--- src/rtl/pc_fetch_unit.sv ---
`default_nettype none
`timescale 1ns/1ps
// +--------------------------------------------------------------------------+
// | pc_fetch_unit: fetch PC, 1-cycle sync imem, branch/stall/halt, decode IF  |
// | Rev 1.0                                                                   |
// +--------------------------------------------------------------------------+
module pc_fetch_unit #(
  parameter int                  PC_WIDTH    = 16,
  parameter int                  INST_WIDTH  = 16,
  parameter logic [PC_WIDTH-1:0] RESET_PC    = '0,
  parameter int                  PC_STEP     = 2,
  parameter bit                  USE_EXT_INC = 1'b1
) (
  input  logic                  clk,
  input  logic                  reset,
  output logic [PC_WIDTH-1:0]   pc_out,
  input  logic [PC_WIDTH-1:0]   inc_pc,
  input  logic                  branch_en,
  input  logic [PC_WIDTH-1:0]   branch_target,
  input  logic                  halt,
  output logic [PC_WIDTH-1:0]   imem_addr,
  input  logic [INST_WIDTH-1:0] imem_rdata,
  output logic [INST_WIDTH-1:0] inst_out,
  output logic [PC_WIDTH-1:0]   inst_pc,
  output logic                  inst_valid,
  input  logic                  dec_ready,
  output logic                  halted
);

  typedef enum logic [1:0] {
    S_BOOT = 2'd0,
    S_RUN  = 2'd1,
    S_HALT = 2'd2
  } state_t;

  state_t                state_q, state_d;
  logic [PC_WIDTH-1:0]   pc_q, pc_d;
  logic [PC_WIDTH-1:0]   req_pc_q, req_pc_d;
  logic                  req_valid_q, req_valid_d;
  logic                  w_stall;
  logic [PC_WIDTH-1:0]   w_nxt_pc;

  generate
    if (USE_EXT_INC) begin : g_ext_inc
      assign w_nxt_pc = inc_pc;
    end else begin : g_int_inc
      logic w_unused_inc_pc;
      assign w_unused_inc_pc = ^inc_pc;
      assign w_nxt_pc        = pc_q + PC_WIDTH'(PC_STEP);
    end
  endgenerate

  assign w_stall    = req_valid_q && !dec_ready;
  // While stalled, re-read the held address so imem_rdata keeps the held word.
  assign imem_addr  = w_stall ? req_pc_q : pc_q;
  assign pc_out     = pc_q;
  assign inst_pc    = req_pc_q;
  assign inst_valid = req_valid_q;
  assign inst_out   = imem_rdata;
  assign halted     = (state_q == S_HALT) && !req_valid_q;

  always_comb begin
    pc_d        = pc_q;
    req_pc_d    = req_pc_q;
    req_valid_d = req_valid_q;
    state_d     = state_q;
    if (branch_en) begin
      pc_d        = branch_target;
      req_valid_d = 1'b0;
      state_d     = S_RUN;
    end else if (w_stall) begin
      // hold everything until decode takes the presented instruction
    end else if (halt) begin
      req_valid_d = 1'b0;
      state_d     = S_HALT;
    end else begin
      req_pc_d    = pc_q;
      req_valid_d = 1'b1;
      pc_d        = w_nxt_pc;
      state_d     = S_RUN;
    end
  end

  always_ff @(posedge clk) begin
    if (reset) begin
      pc_q        <= RESET_PC;
      req_pc_q    <= '0;
      req_valid_q <= 1'b0;
      state_q     <= S_BOOT;
    end else begin
      pc_q        <= pc_d;
      req_pc_q    <= req_pc_d;
      req_valid_q <= req_valid_d;
      state_q     <= state_d;
    end
  end

endmodule
`default_nettype wire

--- config.mk ---
export PLATFORM = sky130hd
export DESIGN_NAME = pc_fetch_unit
export DESIGN_NICKNAME = d
export VERILOG_FILES = /design/src/rtl/pc_fetch_unit.sv
export SDC_FILE = /design/constraint.sdc
export NUM_CORES = 1
export LEC_CHECK = 0
export CORE_MARGIN = 4
export CORE_UTILIZATION = 50
export CTS_CLUSTER_SIZE = 28
export DETAILED_ROUTE_END_ITERATION = 10
export DONT_BUFFER_PORTS = 1
export HOLD_SLACK_MARGIN = 0.05
export SLEW_MARGIN = 40
export SYNTH_ARGS = -nofsm -noshare
export SYNTH_HDL_FRONTEND = slang
export SYNTH_SLANG_ARGS = --single-unit
export TNS_END_PERCENT = 1
--- constraint.sdc ---
create_clock -name clk -period 1.45 [get_ports clk]
set_input_delay 0.145 -clock clk [delete_from_list [all_inputs] [get_ports clk]]
set_output_delay 0.145 -clock clk [all_outputs]
set_load 0.1 [all_outputs]
Word-level counts from Yosys, hierarchy flattened
Cells that the tools add are included.
- register bits: 35
- input bits: 53
- output and inout bits: 66
- word-level logic and storage cells: 26
- equality and inequality tests: 3
- multiplexer cells: 8
- bitwise gates (word level): 3
- reductions and logical operators: 7
- operators with widths (cell ; count):
    $mux W16 ; 4
    $ne A2 B2 Y1 const B ; 2
    $mux W1 ; 3
    $not A1 Y1 ; 3
    $reduce_and A3 Y1 ; 1
    $eq A2 B2 Y1 const B ; 1
    $logic_and A1 B1 Y1 ; 2
    $logic_not A1 Y1 ; 2
    $mux W2 ; 1
    $reduce_and A2 Y1 ; 1
    $reduce_or A2 Y1 ; 1

Logic depth before layout (Yosys ltp)
Gate-level depths: netlist of run 1.
- depth after elaboration: 4
- mapped depth: 5
- mapped depth without buffers: 3

Least setup slack after synthesis of run 1
No wires, ideal clock.
- kind: reg-to-output
- start point: reg req_valid_q (netlist: inst_valid)
- end point: out halted
- arrival: 2995 ps
- data required time: 1305 ps
- slack: -1690 ps
- stages on the path, launching flop included: 2
- buffers on the path: 0
- path through: dfxtp_1 nor3b_1
- word-level cells in the longest chain between the ends: 2
- RTL lines (what ; RTL line ; text):
    start: declaration ; 39 ; logic req_valid_q, req_valid_d;
    start signal: assignment ; 93 ; req_valid_q <= req_valid_d;
    $logic_not A1 Y1 ; 60 ; assign halted = (state_q == S_HALT) && !req_valid_q;
    $logic_and A1 B1 Y1 ; 60 ;
    end: declaration ; 27 ; output logic halted
Every way passes these cells.

Worst setup path after layout of run 1
- start point: reg req_valid_q (netlist: inst_valid)
- end point: out imem_addr[0]
- word-level cells in the longest chain between the ends: 2
- RTL lines (what ; RTL line ; text):
    $logic_and A1 B1 Y1 ; 53 ; assign w_stall = req_valid_q && !dec_ready;
    $mux W16 ; 55 ; assign imem_addr = w_stall ? req_pc_q : pc_q;
    end: declaration ; 21 ; output logic [PC_WIDTH-1:0] imem_addr,
Every way passes these cells.

==> qor.yml, run 1 <==
outcome:
  outcome: "finished, violations left"
  violations: "setup timing"
yosys:
  syn_inst: 240
  syn_nets: 293
  synth_seq_area_share: 0.3518
  synth_area_mm2: 0.001992
  netlist-cell-type-count: 20
  yosysWarnings: 0
  avgSynthCellArea_um2: 8.300
  synth_seq_cells: 35
critical_path:
  critPathLaunch: "inst_valid"
  worstPathMaxFanout: 8
  cp_num_buf_inv: 2
  critPathLaunchType: "register"
  cp_cell_sequence: "and2b_2 -> buf_8 -> nand2_1 -> nand2_2 -> buf_12"
  endpoint_kind: "primary output"
  slowest_delay_ns: 0.35
  cp_top_family: "simple AND/OR/NAND/NOR gates"
  crit_path_top_delay_cell: "dfxtp_4"
  crit_type: "register to primary output"
  worstPathArrival_ns: 1.32
  crit_required_ns: 1.31
  r2r_slack_ns: 0.08
  reg2reg_from: "inst_valid"
cts:
  cts_tree: "done"
  cts_max_path_buffers: 2
  path_clk_slew_ns: 0.07
  root_buffer: "clkbuf_8"
  clkSinkCount: 35
  cts_buffers: 5
  htreeDepth: 2
  clkLatencyLatePin_ns: 0.28
route:
  dr.first_iter.drc_count: 72
  ant_nets: 0
  dr.pass1.iters: 6
  num_vias: 1696
  viasPerCell: 5.367
  drcViolationCount: 0
  wl_per_cell_um: 17.84
  wirelength_um: 5637
sta:
  fin_worst_skew_ns: 0.002328
  postLayoutSetupSlackWorst_ns: -0.01694
  setup_violations: 6
  tightest_slew_ns: 0.4610
  relSlewSlack: 0.6926
  fin_crit_ns: 1.467
  hold_slack_ns: 0.06067
  fmax_ghz: 0.6817
  slew_violations: 0
  rsz0062_at_grt: "true"
  final-hold-violation-count: 0
  period_share: 1.012
floorplanning:
  die-area_mm2: 0.005057
  coreArea_mm2: 0.003744
  rows: 22
  fp.dieW_um: 71.12
  initial_core_util: 0.5321
  pin_count: 119
  dieHeight_um: 71.12
power_and_ir_drop:
  p_leak_uw: 0.001275
  seq_power_share: 0.355
  vdd_drop_max_mv: 0.7471
  power_uw: 3051
  sw_frac_of_total: 0.4213
  power.switching_uw: 1286
  power_density_mw_per_mm2: 1115
  p_clk_frac: 0.249
  power.internal_uw: 1766
  combPwrFrac: 0.397
layout:
  diodes: 0
  drive_gt1_frac: 0.4701
  fin_nets: 320
  area_delta_synth_final_pct: 37.37
  seqCellArea_um2: 744.5
  fin_area_mm2: 0.002736
  nFillCells: 305
  multi_input_area_mm2: 0.001245
placed_design:
  io_buffers: 0
  hpwl_um: 3923
  place.gp.congestion: 0.7146
  placed_area_mm2: 0.002527
worst_hold_path:
  hold_start: "branch_en"
  min_path_type: "primary input to register"
flow_run:
  cap_violations: 0
global_route:
  grt_max_degree: 37
  overflow: 0
  grt_pass1_wl_um: 8838
  antenna_found_initial: 0
  grt_usage: 0.2210
  grt_pass1_vias: 1766
## path summary, 6_finish.rpt
path,endpoint,depth (start not counted)
max reg2reg,inst_pc[5],5
max,imem_addr[0],5
min reg2reg,inst_pc[12],2
min,pc_out[14],2
## stage by stage
step | util | TNS (ns) | std cells | worst slack (ns)
floorplan | - | -0.7333 | 240 | -0.04649
global placement | 0.6751 | 0 | 301 | 0.1711
detailed placement | 0.6751 | 0 | 301 | 0.1538
CTS | 0.7276 | -0.02606 | 316 | -0.01296
global route | 0.7309 | -0.4628 | 316 | -0.05901
finish | 0.7309 | -0.05449 | 316 | -0.01694
## Yosys cell counts
| cell type | n | area share |
|---|---|---|
| nor3b_1 | 1 | 0.0038 |
| a211o_1 | 16 | 0.070 |
| nor3_4 | 1 | 0.0082 |
| a21o_4 | 1 | 0.0075 |
| buf_2 | 2 | 0.0050 |
| nor3_1 | 1 | 0.0025 |
| mux2i_1 | 33 | 0.17 |
| a211oi_1 | 1 | 0.0038 |
| inv_1 | 17 | 0.032 |
| nand2_1 | 49 | 0.092 |
| dfxtp_1 | 35 | 0.35 |
| or3_1 | 1 | 0.0031 |
| buf_6 | 4 | 0.023 |
| a21oi_4 | 1 | 0.0082 |
| nor2_1 | 16 | 0.030 |
| a21oi_1 | 1 | 0.0025 |
| buf_4 | 18 | 0.068 |
| clkbuf_1 | 8 | 0.015 |
| nand2b_1 | 33 | 0.10 |
| and2b_1 | 1 | 0.0038 |
## worst reg2reg max path: cells and delay by family, from the launching register on
kind,cells,cell delay [ns]
AND/OR/NAND/NOR,2,0.37
flip-flops,1,0.35
multiplexers,1,0.22
buffers and inverters,2,0.34
## power groups by stage
stage	combinational, uW	clock, uW	sequential [uW]
after global placement	1160	0	1100
after CTS	1210	778	1080
after detailed placement	1170	0	1100
final	1210	759	1080
after floorplan	801	0	1500
after global routing	1250	813	1090
## area by class of cell
| class | count | share of cell area |
|---|---|---|
| repair buffers | 52 | 0.1911 |
| clock buffers | 8 | 0.03658 |
| well taps | 48 | 0.02195 |
| inverters | 17 | 0.02332 |
| multi-input cells | 156 | 0.4550 |
| flip-flops and latches | 35 | 0.2721 |
## flip-flops by register name, summed over array words and instances, names as in the netlist
signal	count
inst_valid	1
pc_out	16
inst_pc	16
state_q	2
## routing by layer
layer / up-vias / track usage / wire length, um
met1: 806 / 0.2609 / 2220
li1: 810 / - / -
met5: - / 0 / 0
met4: 0 / 0.08559 / 99
met3: 17 / 0.05824 / 423
met2: 63 / 0.3811 / 2894
## cells by family (layout without fill, tap and decap cells)
| group | count (synthesis) | in the layout | synth area share |
|---|---|---|---|
| AO/OA/AOI/OAI | 20 | 20 | 0.09233 |
| buffers and inverters | 49 | 77 | 0.1426 |
| flip-flops | 35 | 35 | 0.3518 |
| multiplexers | 33 | 33 | 0.1658 |
| AND/OR/NAND/NOR | 103 | 103 | 0.2475 |
## layout by cell type (no fill, tap or decap), drive strengths merged
cell type,n
nand2,49
buf,47
dfxtp,35
nand2b,33
mux2i,33
inv,17
nor2,16
a211o,16
clkbuf,8
dlygate4sd3,5
nor3,2
a21oi,2
and2b,1
nor3b,1
a21o,1
or3,1
a211oi,1
## repair_timing
item                                   4_1_cts  5_1_grt
setup buffers                                1        0
resized for setup                           10        5
hold buffers                                 6        0
endpoints found under the hold margin       25        0
setup endpoints to repair                   17       20
pin swaps                                    0        4
No activity file was read; power rests on OpenSTA's default activity.
==> run 2: changes to the inputs <==
- CORE_UTILIZATION: 50 -> 40
==> run 2 against run 1 <==
  * The flow still finishes with violations (setup timing)
  * First-iteration DRC count decreased by 53%
  * Clock skew rose by 0.0030 ns
  * Setup slack better by 0.0075 ns
  * Critical endpoint is now halted
  * Final area increased by 1.1%
  * Critical path type unchanged
  * Highest routed layer unchanged
  * Sequential share of layout area fell by 0.31 points
  * Fmax rose by 0.51%
==> qor.yml, run 2 (synthesized netlist as in run 1, its figures left out) <==
route:
  dr.pass1.iters: 4  # -2
  wl_per_cell_um: 15.34  # -14%
  drcViolationCount: 0  # unchanged
  dr.first_iter.drc_count: 34  # -53%
  num_vias: 1637  # -3.5%
  viasPerCell: 4.843  # -9.8%
  ant_nets: 0  # unchanged
  wirelength_um: 5184  # -8.0%
critical_path:
  ff2ff_path_depth: 5  # unchanged
  reg2reg_from: "inst_valid"
  worstPathMaxFanout: 3  # -5
  crit_type: "register to primary output"
  r2r-end: "inst_pc[8]"
  endpoint_kind: "primary output"
  critPathLaunch: "inst_valid"
  critPathLaunchType: "register"
  r2r_slack_ns: 0.13  # +0.05 ns
  worstPathArrival_ns: 1.31  # about the same
  crit_required_ns: 1.31  # about the same
global_route:
  grt_pass1_wl_um: 8204  # -7.2%
  antenna_found_initial: 0  # unchanged
  met3_usage: 0.04358  # -0.01466
  use_met1: 0.2060  # -0.05482
  grt_max_degree: 37  # unchanged
  grt_usage: 0.1690  # -0.05199
  top_usage_layer: "met2"
  use_met2: 0.2937  # -0.08733
  overflow: 0  # unchanged
  grt_pass1_vias: 1644  # -6.9%
worst_hold_path:
  min_path_type: "primary input to register"
  whs_path_depth: 2  # unchanged
  hold_end: "pc_out[6]"
  hold_start: "reset"
layout:
  layout.cells.non_filler: 338  # +7.0%
  fin_nets: 323  # +0.94%
  final_common_cell: "buf_4"
  area_delta_synth_final_pct: 38.94
  diodes: 0  # unchanged
  drive_gt1_frac: 0.4465  # -0.02365
  final_cell_mix: "buf_4 (36), nand2b_1 (33), mux2i_1 (33)"
  nFillCells: 449  # +47%
floorplanning:
  rows: 25  # +14%
  initial_core_util: 0.4162  # -0.1159
  die-area_mm2: 0.006172  # +22%
  pin_count: 119  # unchanged
  fp.dieW_um: 78.57  # +10%
  dieHeight_um: 78.57  # +10%
  coreArea_mm2: 0.004786  # +28%
cts:
  clkSinkCount: 35  # unchanged
  cts_max_path_buffers: 2  # unchanged
  root_buffer: "clkbuf_8"
  cts_tree: "done"
  cts_buffers: 5  # unchanged
  htreeDepth: 2  # unchanged
  clkLatencyLatePin_ns: 0.28  # about the same
  path_clk_slew_ns: 0.07  # about the same
power_and_ir_drop:
  seq_power_share: 0.352  # -0.003
  power.internal_uw: 1773  # +0.41%
  power_density_mw_per_mm2: 1105  # -0.87%
  p_leak_uw: 0.001280  # +0.33%
  vdd_drop_max_mv: 0.6690  # -10%
  p_clk_frac: 0.253  # +0.004
  combPwrFrac: 0.395  # -0.002
  power.switching_uw: 1286  # about the same
  sw_frac_of_total: 0.4205  # -0.0008302
outcome:
  outcome: "finished, violations left"
  violations: "setup timing"
sta:
  fin_crit_ns: 1.459  # -0.007463 ns
  fin_worst_skew_ns: 0.005278  # +0.002951 ns
  slew_violations: 0  # unchanged
  postLayoutSetupSlackWorst_ns: -0.009475  # +0.007463 ns
  setup_violations: 3  # -3
  final-hold-violation-count: 0  # unchanged
  tightest_slew_ns: 0.4950  # +0.03400 ns
  fmax_ghz: 0.6852  # +0.51%
  relSlewSlack: 0.6700  # -0.02267
  hold_slack_ns: 0.05178  # -0.008884 ns
  rsz0062_at_grt: "true"
  period_share: 1.007  # -0.005147
placed_design:
  dpl.cell_count: 322  # +7.0%
  hpwl_um: 3513  # -10%
  place.gp.congestion: 0.7191  # +0.63%
  pre_cts_slack_ns: 0.1638  # +0.009998 ns
  io_buffers: 0  # unchanged
flow_run:
  cap_violations: 0  # unchanged
==> run 2: worst max-delay path, stage by stage, from the launching register on <==
cell and delay, ns:
dfxtp_4 0.35, buf_4 0.23, nor3b_4 0.25, buf_12 0.20
==> run 2: repair_timing <==
item,in CTS,in global routing
setup buffers,0,0
pin swaps,1,9
resized for setup,5,0
hold buffers,8,0
gates cloned,0,0
setup endpoints to repair,11,17
endpoints found under the hold margin,32,0
==> run 2: worst max-delay path by stage <==
stage,endpoint
floorplan,imem_addr[10]
global placement,inst_pc[14]
detailed placement,inst_pc[3]
CTS,halted
global route,imem_addr[0]
finish,halted
==> run 2: routing by layer <==
layer	wire [um]	vias up
met2	2539	52
li1	-	812
met4	23	0
met3	319	4
met1	2301	769
met5	0	-
==> run 2: power by group through the flow <==
stage	clock network (uW)	logic, uW	registers (uW)
3_5_place_dp	0	1170	1100
5_1_grt	837	1250	1090
3_3_place_gp	0	1170	1100
6_report	773	1210	1080
2_1_floorplan	0	801	1500
4_1_cts	789	1210	1080
==> run 2: area by class of cell <==
cell class,instances,area (um^2),share of cell area
clock buffer,8,100.1,0.03617
inverter,17,63.81,0.02306
multi-input combinational,156,1227,0.4435
sequential,35,744.5,0.2690
tap,67,83.83,0.03029
timing repair buffer,55,548.0,0.1980
==> run 2: metrics by stage <==
step                total power [uW]  area [um^2]  setup TNS (ns)  utilization
floorplan                       2300         2261         -0.7333            -
global placement                2264         2579               0       0.5388
detailed placement              2270         2579               0       0.5388
CTS                             3075         2773         -0.4460       0.5793
global route                    3175         2768         -0.6538       0.5783
finish                          3059         2768        -0.01433       0.5783
